### src/rtl/serial_add_ctrl.sv
// serial_add_ctrl
// ---------------
// Bit-serial add sequencer wrapped around an external one-bit full-adder cell.
// Two WIDTH-bit operands are added LSB first, one bit per clock, over WIDTH
// cycles. The block drives the cell's A/B/carry inputs from two operand shift
// registers and a carry flip-flop, and collects the cell's sum output in a
// result shift register.
//
// Optional feature macro: SERADD_SUB_EN
//   When defined, a 'sub' input is added. Subtraction is computed as
//   A + ~B + 1: B is inverted one bit at a time and the carry is preset to 1.
//   In that mode carry_out = 1 means "no borrow".
//   When undefined, the block only adds and there is no 'sub' port.

// Protocol checker: flags handshake and idle-drive violations on the top ports.
module serial_add_ctrl_chk (
  input logic clk,
  input logic rst_n,
  input logic busy,
  input logic done,
  input logic fa_a,
  input logic fa_b,
  input logic fa_cin
);

  // busy and done are mutually exclusive phases of one operation
  a_busy_done_excl : assert property (@(posedge clk) disable iff (!rst_n)
    !(busy && done));

  // The full-adder inputs are held low whenever no operation is running
  a_fa_quiet_idle : assert property (@(posedge clk) disable iff (!rst_n)
    !busy |-> (!fa_a && !fa_b && !fa_cin));

  // done is a single-cycle pulse; a back-to-back start goes to RUN, not DONE
  a_done_pulse : assert property (@(posedge clk) disable iff (!rst_n)
    done |=> !done);

endmodule

module serial_add_ctrl #(
  parameter int WIDTH = 8
) (
  input  logic             clk,
  input  logic             rst_n,
  input  logic             start,
  input  logic [WIDTH-1:0] op_a,
  input  logic [WIDTH-1:0] op_b,
`ifdef SERADD_SUB_EN
  input  logic             sub,
`endif
  output logic             busy,
  output logic             done,
  output logic [WIDTH-1:0] result,
  output logic             carry_out,
  output logic             fa_a,
  output logic             fa_b,
  output logic             fa_cin,
  input  logic             fa_sum,
  input  logic             fa_cout
);

  // Bit counter just wide enough to hold WIDTH
  localparam int CW = $clog2(WIDTH + 32'd1);
  localparam logic [CW-1:0] CNT_ZERO = CW'(32'd0);
  localparam logic [CW-1:0] CNT_ONE  = CW'(32'd1);
  localparam logic [CW-1:0] CNT_LAST = CW'(WIDTH - 32'd1);

  typedef enum logic [1:0] {
    ST_IDLE = 2'd0,
    ST_RUN  = 2'd1,
    ST_DONE = 2'd2
  } state_t;

  state_t           state_r;
  state_t           state_s;

  logic [WIDTH-1:0] a_sr_r;
  logic [WIDTH-1:0] b_sr_r;
  logic [WIDTH-1:0] res_sr_r;
  logic [WIDTH-1:0] res_next_s;
  logic             carry_q_r;
  logic [CW-1:0]    bit_cnt_r;
  logic [WIDTH-1:0] result_r;
  logic             carry_out_r;
  logic             busy_r;
  logic             done_r;

  logic             accept_s;
  logic             last_bit_s;
  logic             carry_init_s;
  logic             b_bit_s;
  logic             fa_a_s;
  logic             fa_b_s;
  logic             fa_cin_s;

`ifdef SERADD_SUB_EN
  logic             sub_q_r;

  // Subtract presets the carry to 1 (the "+1" of two's complement)
  always_comb begin
    carry_init_s = sub;
  end

  // Subtract feeds the inverted B bit into the adder
  always_comb begin
    b_bit_s = b_sr_r[0] ^ sub_q_r;
  end
`else
  // Add-only build: carry always starts clear
  always_comb begin
    carry_init_s = 1'b0;
  end

  // Add-only build: B bit goes straight to the adder
  always_comb begin
    b_bit_s = b_sr_r[0];
  end
`endif

  // Next-state logic; start is only honoured in IDLE and DONE
  always_comb begin
    state_s    = state_r;
    accept_s   = 1'b0;
    last_bit_s = 1'b0;
    case (state_r)
      ST_IDLE: begin
        if (start) begin
          state_s  = ST_RUN;
          accept_s = 1'b1;
        end else begin
          state_s  = ST_IDLE;
        end
      end
      ST_RUN: begin
        if (bit_cnt_r == CNT_LAST) begin
          state_s    = ST_DONE;
          last_bit_s = 1'b1;
        end else begin
          state_s    = ST_RUN;
        end
      end
      ST_DONE: begin
        if (start) begin
          state_s  = ST_RUN;
          accept_s = 1'b1;
        end else begin
          state_s  = ST_IDLE;
        end
      end
      default: begin
        state_s = ST_IDLE;
      end
    endcase
  end

  // Full-adder drive: live only in RUN, otherwise parked low
  always_comb begin
    fa_a_s   = 1'b0;
    fa_b_s   = 1'b0;
    fa_cin_s = 1'b0;
    if (state_r == ST_RUN) begin
      fa_a_s   = a_sr_r[0];
      fa_b_s   = b_bit_s;
      fa_cin_s = carry_q_r;
    end else begin
      fa_a_s   = 1'b0;
      fa_b_s   = 1'b0;
      fa_cin_s = 1'b0;
    end
  end

  // Result shift register after this cycle's sum bit enters at the MSB
  always_comb begin
    res_next_s = {fa_sum, res_sr_r[WIDTH-1:1]};
  end

  // State register plus registered busy/done flags that track the next state
  always_ff @(posedge clk) begin
    if (!rst_n) begin
      state_r <= ST_IDLE;
      busy_r  <= 1'b0;
      done_r  <= 1'b0;
    end else begin
      state_r <= state_s;
      busy_r  <= (state_s == ST_RUN);
      done_r  <= (state_s == ST_DONE);
    end
  end

  // Operand capture, serial shifting, carry and bit counting
  always_ff @(posedge clk) begin
    if (!rst_n) begin
      a_sr_r    <= {WIDTH{1'b0}};
      b_sr_r    <= {WIDTH{1'b0}};
      res_sr_r  <= {WIDTH{1'b0}};
      carry_q_r <= 1'b0;
      bit_cnt_r <= CNT_ZERO;
    end else if (accept_s) begin
      a_sr_r    <= op_a;
      b_sr_r    <= op_b;
      res_sr_r  <= {WIDTH{1'b0}};
      carry_q_r <= carry_init_s;
      bit_cnt_r <= CNT_ZERO;
    end else if (state_r == ST_RUN) begin
      a_sr_r    <= {1'b0, a_sr_r[WIDTH-1:1]};
      b_sr_r    <= {1'b0, b_sr_r[WIDTH-1:1]};
      res_sr_r  <= res_next_s;
      carry_q_r <= fa_cout;
      bit_cnt_r <= bit_cnt_r + CNT_ONE;
    end else begin
      a_sr_r    <= a_sr_r;
      b_sr_r    <= b_sr_r;
      res_sr_r  <= res_sr_r;
      carry_q_r <= carry_q_r;
      bit_cnt_r <= bit_cnt_r;
    end
  end

`ifdef SERADD_SUB_EN
  // Subtract mode is latched with the operands and held for the whole run
  always_ff @(posedge clk) begin
    if (!rst_n) begin
      sub_q_r <= 1'b0;
    end else if (accept_s) begin
      sub_q_r <= sub;
    end else begin
      sub_q_r <= sub_q_r;
    end
  end
`endif

  // Result and final carry update only on the last bit; held until the next one
  always_ff @(posedge clk) begin
    if (!rst_n) begin
      result_r    <= {WIDTH{1'b0}};
      carry_out_r <= 1'b0;
    end else if (last_bit_s) begin
      result_r    <= res_next_s;
      carry_out_r <= fa_cout;
    end else begin
      result_r    <= result_r;
      carry_out_r <= carry_out_r;
    end
  end

  assign busy      = busy_r;
  assign done      = done_r;
  assign result    = result_r;
  assign carry_out = carry_out_r;
  assign fa_a      = fa_a_s;
  assign fa_b      = fa_b_s;
  assign fa_cin    = fa_cin_s;

  serial_add_ctrl_chk u_chk (
    .clk    (clk),
    .rst_n  (rst_n),
    .busy   (busy_r),
    .done   (done_r),
    .fa_a   (fa_a_s),
    .fa_b   (fa_b_s),
    .fa_cin (fa_cin_s)
  );

endmodule

### config.mk
export PLATFORM = sky130hd
export DESIGN_NAME = serial_add_ctrl
export DESIGN_NICKNAME = d
export VERILOG_FILES = /design/src/rtl/serial_add_ctrl.sv
export SDC_FILE = /design/constraint.sdc
export NUM_CORES = 1
export LEC_CHECK = 0
export CAP_MARGIN = 15
export CORE_MARGIN = 4
export CORE_UTILIZATION = 44
export CTS_CLUSTER_SIZE = 20
export DETAILED_ROUTE_END_ITERATION = 12
export PLACE_DENSITY = 0.73
export SLEW_MARGIN = 10
export SYNTH_ARGS = -nofsm -noshare
export SYNTH_HDL_FRONTEND = slang
export SYNTH_SLANG_ARGS = --single-unit
### constraint.sdc
create_clock -name clk -period 1.2 [get_ports clk]
set_clock_uncertainty 0.1 [all_clocks]
set_input_delay 0.24 -clock clk [delete_from_list [all_inputs] [get_ports clk]]
set_output_delay 0.24 -clock clk [all_outputs]
set_load 0.02 [all_outputs]
Word level (Yosys, flattened, before mapping):

Cells that the tools add are included.

* ROM bits: 0
* bits in registers: 42
* memories: 0
* logic and storage cells: 35
* RAM bits: 0
* output and inout port bits: 14
* bits in latches: 0

* div/mod/pow operators: 0
* add/sub/neg operators: 1
* mux-type cells: 14
* eq/ne operators: 5
* bitwise logic cells: 1
* magnitude comparators: 0
* shift-type cells: 0
* reduce and logical (&&, ||, !) cells: 4
* $mul: 0

Operators by type and width (number)
* $mux W8: 4
* $mux W1: 8
* $add A4 B1 Y4 const B: 1
* $eq A2 B1 Y1 const B: 2
* $eq A2 B2 Y1 const B: 2
* $eq A4 B3 Y1 const B: 1
* $pmux W2 S2: 1
* $reduce_or A2 Y1: 2
* $logic_not A2 Y1: 1
* $mux W2: 1
* $reduce_bool A2 Y1: 1
* $not A1 Y1: 1

Longest topological paths before layout:

Gate-level depths: netlist of run 1.

* depth after elaboration: 4
* gate-level depth with buffers: 5
* depth with buffers taken out: 4

Worst setup path after synthesis of run 1:

Ideal clock, no wire load.

* kind: reg2out
* from: register state_r[1]
* to: output fa_a
* data required time: 0.860 ns
* path buffers: 2
* setup slack: -0.154 ns
* data arrival time: 1.014 ns
* cell stages (with the launch flop): 5
* cell sequence: dfxtp_1 and2b_1 buf_4 buf_2 and2_1

* word-level cells in the longest chain between the ends: 2

RTL lines
* start: declaration: RTL line 74 `state_t state_r;`
* start signal: assignment: RTL line 184 `state_r <= state_s;`
* $eq A2 B1 Y1: RTL line 161 `if (state_r == ST_RUN) begin`
* $mux W1: RTL line 161
* end: declaration: RTL line 55 `output logic fa_a,`

No other way between the ends.

Worst setup path in the final report of run 1:

* from: register state_r[1]
* to: output fa_cin

* word-level cells in the longest chain between the ends: 2

RTL lines
* $eq A2 B1 Y1: RTL line 161
* $mux W1: RTL line 161
* end: declaration: RTL line 57 `output logic fa_cin,`

No other way between the ends.

==> run_results.csv, run 1 <==
group,metric,value,unit
outcome,status,"finished, violations left",
outcome,violations,"setup timing",
global_routing,grt.total_usage,19.7,%
critical_path,path_buf_inv,1,
detailed_routing,initialDrtViolationCount,60,
synth,synth_top_area_cell,"dfxtp_1",
critical_path,endpoint_kind,"output port",
sta,hold_violations,0,
detailed_routing,wirelength,4370,microns
clocking,cts_buffer_depth,2,
power_and_ir_drop,power.density,1170,nW/um^2
sta,clock.fmax,670,MHz
power_and_ir_drop,p_leak,0.922,nW
critical_path,criticalPathCategory,"reg -> out",
sta,layout_min_cycle_time,1490,ps
global_routing,busiest_layer,"met2",
power_and_ir_drop,p_sw,0.000752,W
sta,rsz0062_at_grt,"true",
critical_path,max_stage_delay,330,ps
clocking,cts_tree,"built",
detailed_routing,vias_per_cell,5.38,
die,dieArea,4750,sq um
sta,worst_slack,-292,ps
cells_and_area,fillers,262,
synth,syn-cell-area,1630,sq um
synth,postSynthCellCount,186,
critical_path,worstPathCellList,"and2b_2 > and2_4 > buf_6",
synth,postSynthAreaPerCell,8.77,sq um
synth,ys_ff_latch,41,
min_path,worstHoldPathType,"reg -> reg",
power_and_ir_drop,share_comb_of_total_power,18.6,%
global_routing,grt_pass1_wl,6750,microns
synth,synth_nets,208,
power_and_ir_drop,p_seq_share,51.2,%
cells_and_area,postLayoutCoreUtil,70.5,%
clocking,insertion_delay,300,ps
cells_and_area,final_nets,256,
global_routing,grt.overflow.total,0,
die,coreArea,3470,sq um
detailed_routing,drc,0,
sta,min_period_over_period,124,%
detailed_routing,ant_nets,0,
detailed_routing,wire_per_inst,15.5,microns
global_routing,met3_usage,6.00,%
global_routing,met2_usage,33.5,%
global_routing,grt_max_degree,20,
clocking,h-tree-depth,2,
detailed_routing,drt-pass1-iter-count,4,
placement,dpl_worst_slack,-496,ps
run,cap_violations,0,
placement,io_buffers,34,
synth,ys_seq_area_share,50.3,%
clocking,cts_inserted_buffers,5,
cells_and_area,diodes,0,
die,rows,21,
critical_path,crit_required,860,ps
global_routing,antenna_found_initial,0,
power_and_ir_drop,p_int,0.00212,W
clocking,cts_sinks,41,
sta,hold_ws,355,ps
die,initial_core_util,47.0,%
power_and_ir_drop,ir_worst_vdd,719,uV
placement,hpwl,2680,microns
die,ios,35,
sta,setup_viol_count_final,43,
power_and_ir_drop,p_sw_share,26.2,%
cells_and_area,drive_above_1_share,34.0,%
global_routing,grt_pass1_vias,1497,
critical_path,arrival,1150,ps
sta,slew_viol_final,0,
synth,yosysWarnings,0,
die,die_h,68.9,microns
clocking,path_clk_slew,80,ps
clocking,cts-root-buf,"clkbuf_8",
critical_path,crit_slowest_cell,"dfxtp_2",
global_routing,grtUsageMet1,23.3,%
min_path,min_path_cells,2,
clocking,cts_hold_repair.buffers,0,
placement,gp_congestion,0.740,
synth,yosysUniqueCellTypes,27,
critical_path,r2r_cells,5,
cells_and_area,area_growth,49.8,%
critical_path,crit_cells,3,
critical_path,critPathTopFamily,"simple AND/OR/NAND/NOR gates",
detailed_routing,vias,1511,
critical_path,crit_path_start_kind,"flip-flop",
die,die_x,68.9,microns
critical_path,cp_max_fo,4,
sta,worst_slew_pin_slew,210,ps
power_and_ir_drop,pwr-share-clk,30.1,%
synth,synth_top_cell_area_share,50.3,%
synth,synth_area_leaders,"dfxtp_1 50%, nand2_1 9.9%, mux2i_1 5.5%",
sta,slew-limit-headroom,85.8,%
==> flip-flops by register name, indices dropped and copies added, names as in the netlist <==
register	count
result	8
a_sr_r	8
carry_out	1
res_sr_r	7
carry_q_r	1
busy	1
b_sr_r	8
state_r	2
bit_cnt_r	4
done	1
==> worst register-to-register path, delay by kind of cell (launching register included) <==
| kind | cells | cell delay [ps] |
|---|---|---|
| buffers and inverters | 2 | 450 |
| and+or+nand+nor | 3 | 450 |
| DFF | 1 | 330 |
==> power groups by stage <==
stage	clock network, W	registers (W)	logic (W)
floorplan	0	0.00148	0.000216
global placement	0	0.00148	0.000361
detailed placement	0	0.00149	0.000374
CTS	0.000881	0.00146	0.000473
global route	0.000962	0.00148	0.000572
finish	0.000864	0.00147	0.000535
==> layer usage <==
| layer | vias to the layer above | wire (microns) |
|---|---|---|
| li1 | 730 | - |
| met1 | 732 | 1760 |
| met2 | 41 | 2310 |
| met3 | 8 | 204 |
| met4 | 0 | 91 |
| met5 | - | 0 |
==> cell families (layout without fill, tap and decap cells) <==
| logic type | count (synthesis) | in the layout | synth area share, % |
|---|---|---|---|
| flip-flops | 41 | 41 | 50.3 |
| XOR/XNOR | 2 | 2 | 1.07 |
| AO/OA/AOI/OAI | 32 | 32 | 13.3 |
| multiplexers | 9 | 9 | 5.52 |
| buffers and inverters | 16 | 65 | 5.75 |
| adder cells (fa/ha/maj) | 1 | 1 | 0.767 |
| AND/OR/NAND/NOR | 85 | 85 | 23.3 |
==> synthesized netlist by cell type, drive strengths merged <==
cell type,n
and2,5
o21ai,2
a31oi,1
mux2i,9
nor2b,2
nand2,43
and2b,2
xnor2,1
a21boi,4
dfxtp,41
nand3b,2
nand2b,2
xor2,1
nor3,10
a22oi,3
nor2,13
ha,1
nand3,5
a21oi,12
clkbuf,3
buf,13
o221ai,10
or3,1
==> repair_timing <==
item,4_1_cts,5_1_grt
resized for setup,89,27
gates cloned,2,0
setup buffers,1,3
endpoints found under the setup margin,54,43
pin swaps,1,9
==> stage by stage <==
step | TNS (ps) | power [W] | area [sq um] | cells
after global placement | -10430 | 0.00184 | 2110 | 267
after floorplan | -181 | 0.00170 | 1670 | 186
after CTS | -5120 | 0.00282 | 2310 | 278
after detailed placement | -11530 | 0.00186 | 2110 | 267
after global routing | -8140 | 0.00301 | 2440 | 281
final | -5690 | 0.00287 | 2440 | 281
==> cell type report <==
class / count / area [sq um] / share of cell area [%]
Clock buffer: 6 / 72.6 / 2.97
Clock inverter: 2 / 10.0 / 0.410
Multi-Input combinational cell: 129 / 905 / 37.0
Sequential cell: 41 / 826 / 33.8
Tap cell: 46 / 57.6 / 2.36
Timing Repair Buffer: 57 / 573 / 23.5
==> layout by cell type, fill, tap and decap left out, types with 5 or more instances in the layout <==
master           instances
nand2_1                 40
dfxtp_1                 37
clkdlybuf4s50_1         20
nor2_1                  12
buf_2                   11
buf_4                   11
mux2i_1                  9
o221ai_1                 9
a21oi_1                  9
buf_6                    8
nor3_2                   6
nand3_1                  5
clkbuf_8                 5
==> path summary, 6_finish.rpt <==
path / startpoint / endpoint / slack, ps
max: state_r[1] / fa_cin / -290
min: result[2] / result[2] / 360
max reg2reg: state_r[1] / a_sr_r[1] / -240
min reg2reg: result[2] / result[2] / 360
No activity file was read; power rests on OpenSTA's default activity.
==> inputs of run 2 (changes only) <==
- CORE_ASPECT_RATIO: not set -> 1.5
- CORE_UTILIZATION: 44 -> 30
- PLACE_DENSITY: 0.73 -> not set
==> run 2 against run 1 <==
Net effect: the run still ends with setup timing left; sequential share of layout area down 0.46 points; first-iteration DRC count grew 67%; combinational power fell by 4.7%; count of clock-buffer cells in the layout unchanged; power decreased by 0.30%; die area rose by 41%; sequential power hardly changed; worst hold slack gained 1.8 ps; routed wire length fell by 7.9%; fmax increased by 0.78%; cell area is 1.4% higher.
==> run_results.csv, run 2 (same netlist as run 1, synthesis figures left out) <==
group,metric,value,unit
sta,worst_slack,-281,ps
sta,slew-limit-headroom,85.5,%
critical_path,crit_slowest_cell,"dfxtp_2",
critical_path,r2r_cells,5,
power_and_ir_drop,power.density,1150,nW/um^2
outcome,status,"finished, violations left",
placement,dpl_worst_slack,-549,ps
sta,hold_violations,0,
placement,gp_congestion,0.712,
clocking,h-tree-depth,2,
global_routing,antenna_found_initial,0,
global_routing,grt.total_usage,12.5,%
clocking,insertion_delay,290,ps
detailed_routing,drt-pass1-iter-count,4,
sta,clock.fmax,675,MHz
detailed_routing,vias,1420,
detailed_routing,ant_nets,0,
critical_path,max_stage_delay,320,ps
cells_and_area,final_nets,259,
critical_path,criticalPathCategory,"reg -> out",
sta,setup_viol_count_final,41,
detailed_routing,vias_per_cell,4.64,
sta,layout_min_cycle_time,1480,ps
power_and_ir_drop,p_int,0.00210,W
critical_path,rrSetupSlack,-110,ps
global_routing,grt.overflow.total,0,
die,die_h,98.3,microns
power_and_ir_drop,p_leak,0.923,nW
die,rows,32,
min_path,worstHoldPathType,"reg -> reg",
cells_and_area,diodes,0,
sta,hold_ws,357,ps
sta,worst_slew_pin_slew,217,ps
cells_and_area,mostFrequentLayoutCell,"nand2_1",
cells_and_area,layout_common_cells,"41 x nand2_1, 37 x dfxtp_1, 19 x clkdlybuf4s50_1",
clocking,cts_tree,"built",
global_routing,grt_pass1_vias,1446,
run,cap_violations,0,
critical_path,r2r_start,"state_r[1]",
power_and_ir_drop,share_comb_of_total_power,17.8,%
critical_path,crit_required,860,ps
critical_path,crit_path_end,"fa_cin",
detailed_routing,drc,0,
critical_path,arrival,1140,ps
detailed_routing,wirelength,4030,microns
placement,hpwl,2620,microns
critical_path,crit_path_start_kind,"flip-flop",
placement,io_buffers,34,
cells_and_area,drive_above_1_share,36.6,%
detailed_routing,initialDrtViolationCount,100,
power_and_ir_drop,p_sw,0.000762,W
global_routing,grt_pass1_wl,6420,microns
die,die_x,68.2,microns
clocking,cts_sinks,41,
critical_path,cp_max_fo,6,
power_and_ir_drop,p_sw_share,26.7,%
sta,min_period_over_period,123,%
power_and_ir_drop,ir_worst_vdd,792,uV
global_routing,grt_max_degree,20,
die,dieArea,6710,sq um
outcome,violations,"setup timing",
critical_path,endpoint_kind,"output port",
sta,rsz0062_at_grt,"true",
die,initial_core_util,31.3,%
clocking,cts_buffer_depth,2,
clocking,cts_inserted_buffers,5,
detailed_routing,wire_per_inst,13.2,microns
die,coreArea,5200,sq um
sta,slew_viol_final,0,
clocking,cts-root-buf,"clkbuf_8",
critical_path,cp-startpoint,"state_r[1]",
critical_path,rr_endpoint,"carry_out",
critical_path,worstPathCellList,"and2b_2 > and2_4 > buf_6",
cells_and_area,area_growth,51.8,%
clocking,cts_hold_repair.buffers,0,
power_and_ir_drop,p_seq_share,51.5,%
die,ios,35,
power_and_ir_drop,pwr-share-clk,30.7,%
clocking,path_clk_slew,80,ps
## run 2: worst max-delay path: cells and delay by family (launching register included)
kind                   cells  cell delay, ps
buffers and inverters      1             110
AND/OR/NAND/NOR            2             430
flip-flops                 1             320
## run 2: layer usage
| layer | vias to the layer above | track usage (%) | share of wire [%] |
|---|---|---|---|
| li1 | 734 | - | - |
| met1 | 660 | 13.2 | 41 |
| met2 | 22 | 22.7 | 54 |
| met3 | 4 | 3.45 | 3.8 |
| met4 | 0 | 3.98 | 0.89 |
| met5 | - | 0 | 0 |
## run 2: worst min path at each step
stage                         start   endpoint  slack [ps]  cells after the start
after floorplan             op_b[7]  b_sr_r[7]         270                      2
after global placement    b_sr_r[7]  b_sr_r[7]         340                      2
after detailed placement  b_sr_r[7]  b_sr_r[7]         340                      2
after CTS                 carry_q_r  carry_q_r         360                      2
after global routing      result[1]  result[1]         370                      2
final                     carry_q_r  carry_q_r         360                      2
## run 2: per-stage QoR
step / cell area (sq um) / power, W / setup TNS (ps) / utilization [%] / cells
global placement: 2170 / 0.00186 / -11640 / 41.7 / 293
finish: 2480 / 0.00286 / -2440 / 47.6 / 306
global route: 2480 / 0.00299 / -5070 / 47.6 / 306
detailed placement: 2170 / 0.00187 / -11920 / 41.7 / 293
CTS: 2420 / 0.00286 / -2630 / 46.6 / 305
floorplan: 1670 / 0.00170 / -181 / - / 186
## run 2: final cells by class
type | instances | area, sq um
Sequential cell | 41 | 826
Multi-Input combinational cell | 129 | 926
Clock inverter | 2 | 10.0
Tap cell | 68 | 85.1
Clock buffer | 6 | 72.6
Timing Repair Buffer | 60 | 558
Fill cell | 484 | 2730
## run 2: repair_timing
item,in CTS,in global routing
setup buffers,2,3
resized for setup,109,11
pin swaps,4,7
gates cloned,2,0
endpoints found under the hold margin,0,0
endpoints found under the setup margin,54,43
## run 2: power by group through the flow
stage          registers, W  logic, W  clock network, W
5_1_grt             0.00148  0.000550          0.000962
6_report            0.00147  0.000510          0.000878
3_3_place_gp        0.00148  0.000381                 0
3_5_place_dp        0.00149  0.000382                 0
4_1_cts             0.00147  0.000488          0.000907
2_1_floorplan       0.00148  0.000216                 0
==> inputs of run 3 (changes only) <==
- CAP_MARGIN: 15 -> 25
==> results of run 3 <==
Same layout as run 2: the final DEF is identical, and so are final timing and power.
